### src/rtl/vga_timing_ctrl_if.sv
// rtl/vga_timing_ctrl_if.sv - timing/pattern-select bundle between sequencer and pattern generator
interface vga_timing_ctrl_if;
    logic       hold;
    logic [9:0] column;
    logic [9:0] row;
    logic       hsync;
    logic       vsync;
    logic       visible;
    logic       frame_start;
    logic [1:0] pattern_sel;

    modport master (
        input  hold,
        output column, row, hsync, vsync, visible, frame_start, pattern_sel
    );

    modport slave (
        output hold,
        input  column, row, hsync, vsync, visible, frame_start, pattern_sel
    );
endinterface

### src/rtl/vga_timing_ctrl.sv
// rtl/vga_timing_ctrl.sv - VGA h/v counters, registered sync/visible decodes, pattern scheduler
module vga_timing_ctrl #(
    parameter int H_VISIBLE          = 640,
    parameter int H_FRONT            = 16,
    parameter int H_SYNC             = 96,
    parameter int H_BACK             = 48,
    parameter int V_VISIBLE          = 480,
    parameter int V_FRONT            = 10,
    parameter int V_SYNC             = 2,
    parameter int V_BACK             = 33,
    parameter int NUM_PATTERNS       = 4,
    parameter int FRAMES_PER_PATTERN = 60
) (
    input  logic               clk,
    input  logic               reset_n,
    vga_timing_ctrl_if.master  vga
);
    localparam int H_TOTAL = H_VISIBLE + H_FRONT + H_SYNC + H_BACK;
    localparam int V_TOTAL = V_VISIBLE + V_FRONT + V_SYNC + V_BACK;

    localparam logic [9:0] H_LAST   = 10'(H_TOTAL - 1);
    localparam logic [9:0] V_LAST   = 10'(V_TOTAL - 1);
    localparam logic [9:0] H_VIS    = 10'(H_VISIBLE);
    localparam logic [9:0] V_VIS    = 10'(V_VISIBLE);
    localparam logic [9:0] HS_START = 10'(H_VISIBLE + H_FRONT);
    localparam logic [9:0] HS_END   = 10'(H_VISIBLE + H_FRONT + H_SYNC);
    localparam logic [9:0] VS_START = 10'(V_VISIBLE + V_FRONT);
    localparam logic [9:0] VS_END   = 10'(V_VISIBLE + V_FRONT + V_SYNC);
    localparam logic [6:0] FC_LAST  = 7'(FRAMES_PER_PATTERN - 1);
    localparam logic [1:0] PAT_LAST = 2'(NUM_PATTERNS - 1);

    logic [9:0] h_cnt;
    logic [9:0] v_cnt;
    logic [6:0] frame_cnt;
    logic [1:0] pat;
    logic       h_wrap;
    logic       frame_wrap;

    assign h_wrap     = (h_cnt == H_LAST);
    assign frame_wrap = h_wrap && (v_cnt == V_LAST);

    always_ff @(posedge clk or negedge reset_n) begin
        if (!reset_n) begin
            h_cnt <= '0;
            v_cnt <= '0;
        end else if (h_wrap) begin
            h_cnt <= '0;
            v_cnt <= (v_cnt == V_LAST) ? '0 : v_cnt + 10'd1;
        end else begin
            h_cnt <= h_cnt + 10'd1;
        end
    end

    // pat moves at the wrap edge, so its registered copy lands with the (0,0) outputs
    always_ff @(posedge clk or negedge reset_n) begin
        if (!reset_n) begin
            frame_cnt <= '0;
            pat       <= '0;
        end else if (frame_wrap && !vga.hold) begin
            if (frame_cnt == FC_LAST) begin
                frame_cnt <= '0;
                pat       <= (pat == PAT_LAST) ? 2'd0 : pat + 2'd1;
            end else begin
                frame_cnt <= frame_cnt + 7'd1;
            end
        end
    end

    always_ff @(posedge clk or negedge reset_n) begin
        if (!reset_n) begin
            vga.column      <= '0;
            vga.row         <= '0;
            vga.hsync       <= 1'b1;
            vga.vsync       <= 1'b1;
            vga.visible     <= 1'b0;
            vga.frame_start <= 1'b0;
            vga.pattern_sel <= '0;
        end else begin
            vga.column      <= h_cnt;
            vga.row         <= v_cnt;
            vga.hsync       <= !((h_cnt >= HS_START) && (h_cnt < HS_END));
            vga.vsync       <= !((v_cnt >= VS_START) && (v_cnt < VS_END));
            vga.visible     <= (h_cnt < H_VIS) && (v_cnt < V_VIS);
            vga.frame_start <= (h_cnt == 10'd0) && (v_cnt == 10'd0);
            vga.pattern_sel <= pat;
        end
    end
endmodule
### src/flat_wrapper.sv
// flat-port wrapper written by rule: the top's interface ports become plain ports
module vga_timing_ctrl_flat 
#(
    parameter int H_VISIBLE          = 640,
    parameter int H_FRONT            = 16,
    parameter int H_SYNC             = 96,
    parameter int H_BACK             = 48,
    parameter int V_VISIBLE          = 480,
    parameter int V_FRONT            = 10,
    parameter int V_SYNC             = 2,
    parameter int V_BACK             = 33,
    parameter int NUM_PATTERNS       = 4,
    parameter int FRAMES_PER_PATTERN = 60
)
  (clk, reset_n, vga_hold, vga_column, vga_row, vga_hsync, vga_vsync, vga_visible, vga_frame_start, vga_pattern_sel);
  vga_timing_ctrl_if vga_i ();
  input  logic clk;
  input  logic reset_n;
  input wire logic [$bits(vga_i.hold)-1:0] vga_hold;
  output wire logic [$bits(vga_i.column)-1:0] vga_column;
  output wire logic [$bits(vga_i.row)-1:0] vga_row;
  output wire logic [$bits(vga_i.hsync)-1:0] vga_hsync;
  output wire logic [$bits(vga_i.vsync)-1:0] vga_vsync;
  output wire logic [$bits(vga_i.visible)-1:0] vga_visible;
  output wire logic [$bits(vga_i.frame_start)-1:0] vga_frame_start;
  output wire logic [$bits(vga_i.pattern_sel)-1:0] vga_pattern_sel;
  assign vga_i.hold = vga_hold;
  assign vga_column = vga_i.column;
  assign vga_row = vga_i.row;
  assign vga_hsync = vga_i.hsync;
  assign vga_vsync = vga_i.vsync;
  assign vga_visible = vga_i.visible;
  assign vga_frame_start = vga_i.frame_start;
  assign vga_pattern_sel = vga_i.pattern_sel;
  vga_timing_ctrl #(.H_VISIBLE(H_VISIBLE), .H_FRONT(H_FRONT), .H_SYNC(H_SYNC), .H_BACK(H_BACK), .V_VISIBLE(V_VISIBLE), .V_FRONT(V_FRONT), .V_SYNC(V_SYNC), .V_BACK(V_BACK), .NUM_PATTERNS(NUM_PATTERNS), .FRAMES_PER_PATTERN(FRAMES_PER_PATTERN)) u_core (.clk(clk), .reset_n(reset_n), .vga(vga_i));
endmodule
### config.mk
export PLATFORM = sky130hd
export DESIGN_NAME = vga_timing_ctrl_flat
export DESIGN_NICKNAME = d
export VERILOG_FILES = /design/src/rtl/vga_timing_ctrl_if.sv /design/src/rtl/vga_timing_ctrl.sv /design/src/flat_wrapper.sv
export SDC_FILE = /design/constraint.sdc
export NUM_CORES = 1
export LEC_CHECK = 0
export ABC_AREA = 1
export CORE_MARGIN = 5
export CORE_UTILIZATION = 55
export DETAILED_ROUTE_END_ITERATION = 8
export DONT_BUFFER_PORTS = 1
export GPL_ROUTABILITY_DRIVEN = 1
export HOLD_SLACK_MARGIN = 0.15
export PLACE_DENSITY = 0.73
export SKIP_LAST_GASP = 1
export SYNTH_ARGS = -nofsm -noshare
export SYNTH_HDL_FRONTEND = slang
export SYNTH_SLANG_ARGS = --single-unit
### constraint.sdc
create_clock -name clk -period 1.7 [get_ports clk]
set_clock_uncertainty 0.15 [all_clocks]
set_input_delay 0.34 -clock clk [delete_from_list [all_inputs] [get_ports clk]]
set_output_delay 0.34 -clock clk [all_outputs]
set_load 0.01 [all_outputs]
# Word level (Yosys, flattened, before mapping)
# Index checks and enable logic that the tools add are counted.
[totals]
inputBits = 3
reg_bits = 55
word_cells = 41
[op_classes]
eq_ne = 4
add_sub_neg = 4
mux = 4
magnitude_cmp = 6
reduce_logical = 12
[op_table]
columns = ["operator", "count"]
rows = [
  ["$add A10 B1 Y10 const B", 2],
  ["$eq A10 B10 Y1 const B", 2],
  ["$logic_not A10 Y1", 2],
  ["$lt A10 B10 Y1 const B", 2],
  ["$lt A10 B9 Y1 const B", 2],
  ["$mux W10", 2],
  ["$ge A10 B10 Y1 const B", 1],
  ["$ge A10 B9 Y1 const B", 1],
  ["$add A7 B1 Y7 const B", 1],
  ["$eq A7 B6 Y1 const B", 1],
  ["$mux W7", 1],
  ["$logic_and A1 B1 Y1", 6],
  ["$logic_not A1 Y1", 3],
  ["$add A2 B1 Y2 const B", 1],
  ["$eq A2 B2 Y1 const B", 1],
  ["$mux W2", 1],
  ["$reduce_and A2 Y1", 1],
]

# Logic depth before layout (Yosys ltp)
[depth]
word_depth = 4
mapped_depth = 10
depth_no_buf = 9

# Least setup slack after synthesis
# Ideal clock, no wire load.
[synth_path]
path_kind = "reg-to-reg"
start = "register u_core.v_cnt[0]"
end = "register u_core.frame_cnt[2]"
t_arrival_ps = 1408
slack_ps = 22
stages_incl_launch_ff = 10
setup_ps = 120
path_cell_list = "dfrtp_1 -> inv_1 -> ha_1 -> inv_1 -> nor2_1 -> nand4_4 -> nor2_8 -> nand2_4 -> nand2_1 -> nand2_1"
[synth_via]
elab_chain_len = 3
[synth_rtl]
columns = ["element", "line", "source"]
rows = [
  ["start: declaration", "vga_timing_ctrl.sv:33", "logic [9:0] v_cnt;"],
  ["start signal: assignment", "vga_timing_ctrl.sv:48", "v_cnt <= (v_cnt == V_LAST) ? '0 : v_cnt + 10'd1;"],
  ["$eq A10 B10 Y1", "vga_timing_ctrl.sv:40", "assign frame_wrap = h_wrap && (v_cnt == V_LAST);"],
  ["$logic_and A1 B1 Y1", "vga_timing_ctrl.sv:40", ""],
  ["$logic_and A1 B1 Y1", "vga_timing_ctrl.sv:59", "end else if (frame_wrap && !vga.hold) begin"],
  ["end signal: assignment", "vga_timing_ctrl.sv:64", "frame_cnt <= frame_cnt + 7'd1;"],
  ["end: declaration", "vga_timing_ctrl.sv:34", "logic [6:0] frame_cnt;"],
]
# Every way passes these cells.
# A chain may end at the register's enable or synchronous reset.

# Final worst setup path
[layout_path]
start = "register u_core.h_cnt[0]"
end = "register u_core.pat[0]"
[layout_via]
elab_chain_len = 4
[layout_rtl]
columns = ["element", "line", "source"]
rows = [
  ["start: declaration", "vga_timing_ctrl.sv:32", "logic [9:0] h_cnt;"],
  ["start signal: assignment", "vga_timing_ctrl.sv:50", "h_cnt <= h_cnt + 10'd1;"],
  ["$eq A10 B10 Y1", "vga_timing_ctrl.sv:39", "assign h_wrap = (h_cnt == H_LAST);"],
  ["$logic_and A1 B1 Y1", "vga_timing_ctrl.sv:40", ""],
  ["$logic_and A1 B1 Y1", "vga_timing_ctrl.sv:59", ""],
  ["$reduce_and A2 Y1 (no line)", "-", ""],
  ["end signal: assignment", "vga_timing_ctrl.sv:62", "pat <= (pat == PAT_LAST) ? 2'd0 : pat + 2'd1;"],
  ["end: declaration", "vga_timing_ctrl.sv:35", "logic [1:0] pat;"],
]
# Every way passes these cells.

==> flow_metrics.tcl <==
set metrics [dict create \
    run_status "complete, but fails checks" \
    synth-seq-cells 55 \
    clock_tree.buffer_depth 2 \
    proportion_of_synthesized_chip_area_in_sequential_cells_pct 56.8 \
    netlist-cell-type-count 29 \
    tritoncts_num_sinks 55 \
    hold-worst-slack_ps -430 \
    timing.final.crit_share_pct 96.7 \
    vias 1773 \
    maxCapViolCount 0 \
    postPlaceCellArea_sq_um 2600 \
    worst-path-max-fanout 10 \
    power.leakage_nw 1.45 \
    insertion_delay_of_the_later_clocked_pin_in_the_worst_skew_pair_ps 300 \
    path_clk_slew_ps 90 \
    largest_net_degree_at_the_start_of_global_routing 56 \
    timing_worst_setup_path_type "flop to flop" \
    failed_checks "negative hold slack" \
    detail_route.wl_per_cell_um 13.8 \
    final-instance-count-excl-fill 333 \
    fin_crit_ps 1640 \
    hp-class "input port to async pin" \
    critPathTopFamily "simple AND/OR/NAND/NOR gates" \
    number_of_antenna_violations_at_the_first_check_in_global_routing 0 \
    die_w_um 76.5 \
    die_y_um 76.5 \
    crit_slowest_cell "dfrtp_1" \
    clk_root_buffer_cell "clkbuf_8" \
    drt_drc_violations_left 0 \
    cts_inserted_buffers 5 \
    detailedRoute.firstIterationViolations 94 \
    mostFrequentLayoutCells "dfrtp_1 (53), nand2_1 (52), inv_1 (32)" \
    dp.final_hpwl_mm 3.12 \
    first_pass_iteration_count_of_the_detailed_router 6 \
    timing.critical_path.buf_inv 1 \
    first_pass_grt_wire_length_mm 7.79 \
    synthesis.area_sq_um 2430 \
    clock.fmax_mhz 608 \
    footprint_of_the_multi_input_gates_sq_um 937 \
    ys_async_sr_fraction_pct 100 \
    fill_cells 343 \
    setup-violations-final 0 \
    overflow 0 \
    power_density_nw_per_um2 808 \
    antenna_cells 0 \
    ctsHtreeMaxLevel 2 \
    syn-num-nets 262 \
    core-area_sq_um 4320 \
    ir_worst_vdd_mv 0.392 \
    total_die_area_sq_um 5840 \
    element_type_at_the_critical_path_start "flop" \
    synth_cells 253 \
    endpoint_kind "flop" \
    route.antenna.remaining_nets 0 \
    drt-vias-per-instance 5.32 \
    crit_path_cell_trace "ha_4 -> nand2_4 -> nor2_8 -> nand2_2 -> nor2_4 -> buf_12 -> nand4_1 -> nand2_1 -> nand2_1" \
    critPathRequiredTime_ps 1750 \
    final-max-slew-violation-count 0 \
    drt-total-wl_mm 4.60 \
    yosysWarnings 0 \
    cts_tree "built" \
    num-nets-final 289 \
    layout.cells.most_common "dfrtp_1" \
    arrival_time_at_the_worst_endpoint_ps 1690 \
    port_buffers 0 \
    hold_violations 55 \
    gp_congestion 0.824 \
    ff_latch_area_sq_um 1380 \
    synth-edff-count 0 \
    critPathMaxStageDelay_ps 400 \
    path_common_cell "nand2_1" \
    relSlewSlack_pct 74.5 \
    max_slew.worst_pin.slew_ps 380 \
    holdBufCountCts 1 \
    grt_setup_unrepaired "true" \
    post-route-cell-area_sq_um 2840 \
    num_io_pins 29 \
    groute.usage.overall_pct 16.2 \
    placement_rows 24 \
    post_synth.cell_area_avg_sq_um 9.60 \
    initial_core_utilization_pct 56.2 \
    dominantRegCellSynth "dfrtp_1" \
    numPlacedInstances 318 \
    via_count_of_the_first_global_routing_pass 1692 \
    final_layout_size_suffix_gt1_share_pct 17.8 \
    areaGrowthSynthToFinish_pct 17.1 \
]
registers in the layout, summed over array words and instances (netlist names):
register	cells
u_core.pat	2
u_core.vga.vsync	1
u_core.vga.visible	1
u_core.vga.frame_start	1
u_core.vga.hsync	1
u_core.v_cnt	10
u_core.vga.column	10
u_core.h_cnt	10
u_core.frame_cnt	7
u_core.vga.pattern_sel	2
u_core.vga.row	10
worst paths after layout:
| path | slack, ps | depth (start not counted) | endpoint | start |
|---|---|---|---|---|
| hold / removal | -430 | 0 | u_core.vga.pattern_sel[1] | reset_n |
| max in group asynchronous | 1650 | 0 | u_core.vga.vsync | reset_n |
| min in group clk | 250 | 3 | u_core.frame_cnt[2] | vga_hold |
| hold reg to reg | 280 | 0 | u_core.vga.column[3] | u_core.h_cnt[3] |
| setup reg to reg | 60 | 9 | u_core.pat[0] | u_core.h_cnt[0] |
| setup / recovery | 60 | 9 | u_core.pat[0] | u_core.h_cnt[0] |
what timing repair did:
action	in CTS	in global routing
pin swaps	0	5
setup endpoints to repair	1	16
buffers inserted	0	5
gates resized for setup	1	10
hold endpoints to repair	57	55
cloned	0	1
power by group:
part / leakage [nW] / total, mW / internal, mW / switching (mW)
clock: 0.0654 / 0.982 / 0.588 / 0.394
combinational: 0.653 / 0.00621 / 0.00186 / 0.00435
sequential: 0.732 / 1.31 / 1.31 / 0
metal layers:
layer  global-route usage (%)  routed length [um]  up-vias
met4                     5.42                  58        0
met3                     3.78                 232        7
met2                     25.9                2260       39
met5                        0                   0        -
met1                     21.6                2040      862
li1                         -                   -      865
layout make-up:
| class | instances | area share, % |
|---|---|---|
| clock inverters | 2 | 2.11 |
| multi-input cells | 161 | 33.0 |
| flip-flops and latches | 55 | 48.5 |
| clock buffers | 6 | 2.55 |
| inverters | 35 | 4.62 |
| well taps | 52 | 2.29 |
| repair buffers | 22 | 6.95 |
cells in the mapped netlist (3+ instances only):
cell,number,area (sq um)
nor3_1,7,35.0
nand4_1,14,87.6
nand2_2,4,25.0
nand3_1,17,85.1
nand3b_1,3,22.5
a21oi_1,5,25.0
inv_1,32,120
xor2_1,6,52.6
o21ai_0,7,35.0
dfrtp_1,53,1330
nand2_1,52,195
ha_1,6,75.1
nor2_1,25,93.8
cell families after synthesis:
kind of cell    count (synthesis)  share of synthesized area [%]
simple gates                  133                           28.2
flops                          55                           56.8
xor+xnor                        8                           2.89
buf+inv                        37                           6.08
compound gates                 14                           2.94
fa+ha+maj                       6                           3.09
stage by stage:
step                setup slack, ps  setup TNS, ps  util [%]  power, mW
floorplan                      22.0              0         -       1.34
global placement               54.5              0      60.2       1.34
detailed placement             4.24              0      60.2       1.34
CTS                            8.77              0      63.5       2.32
global route                  -35.1          -63.5      65.7       2.39
finish                         56.0              0      65.7       2.30
(Power assumes the default switching activity.)
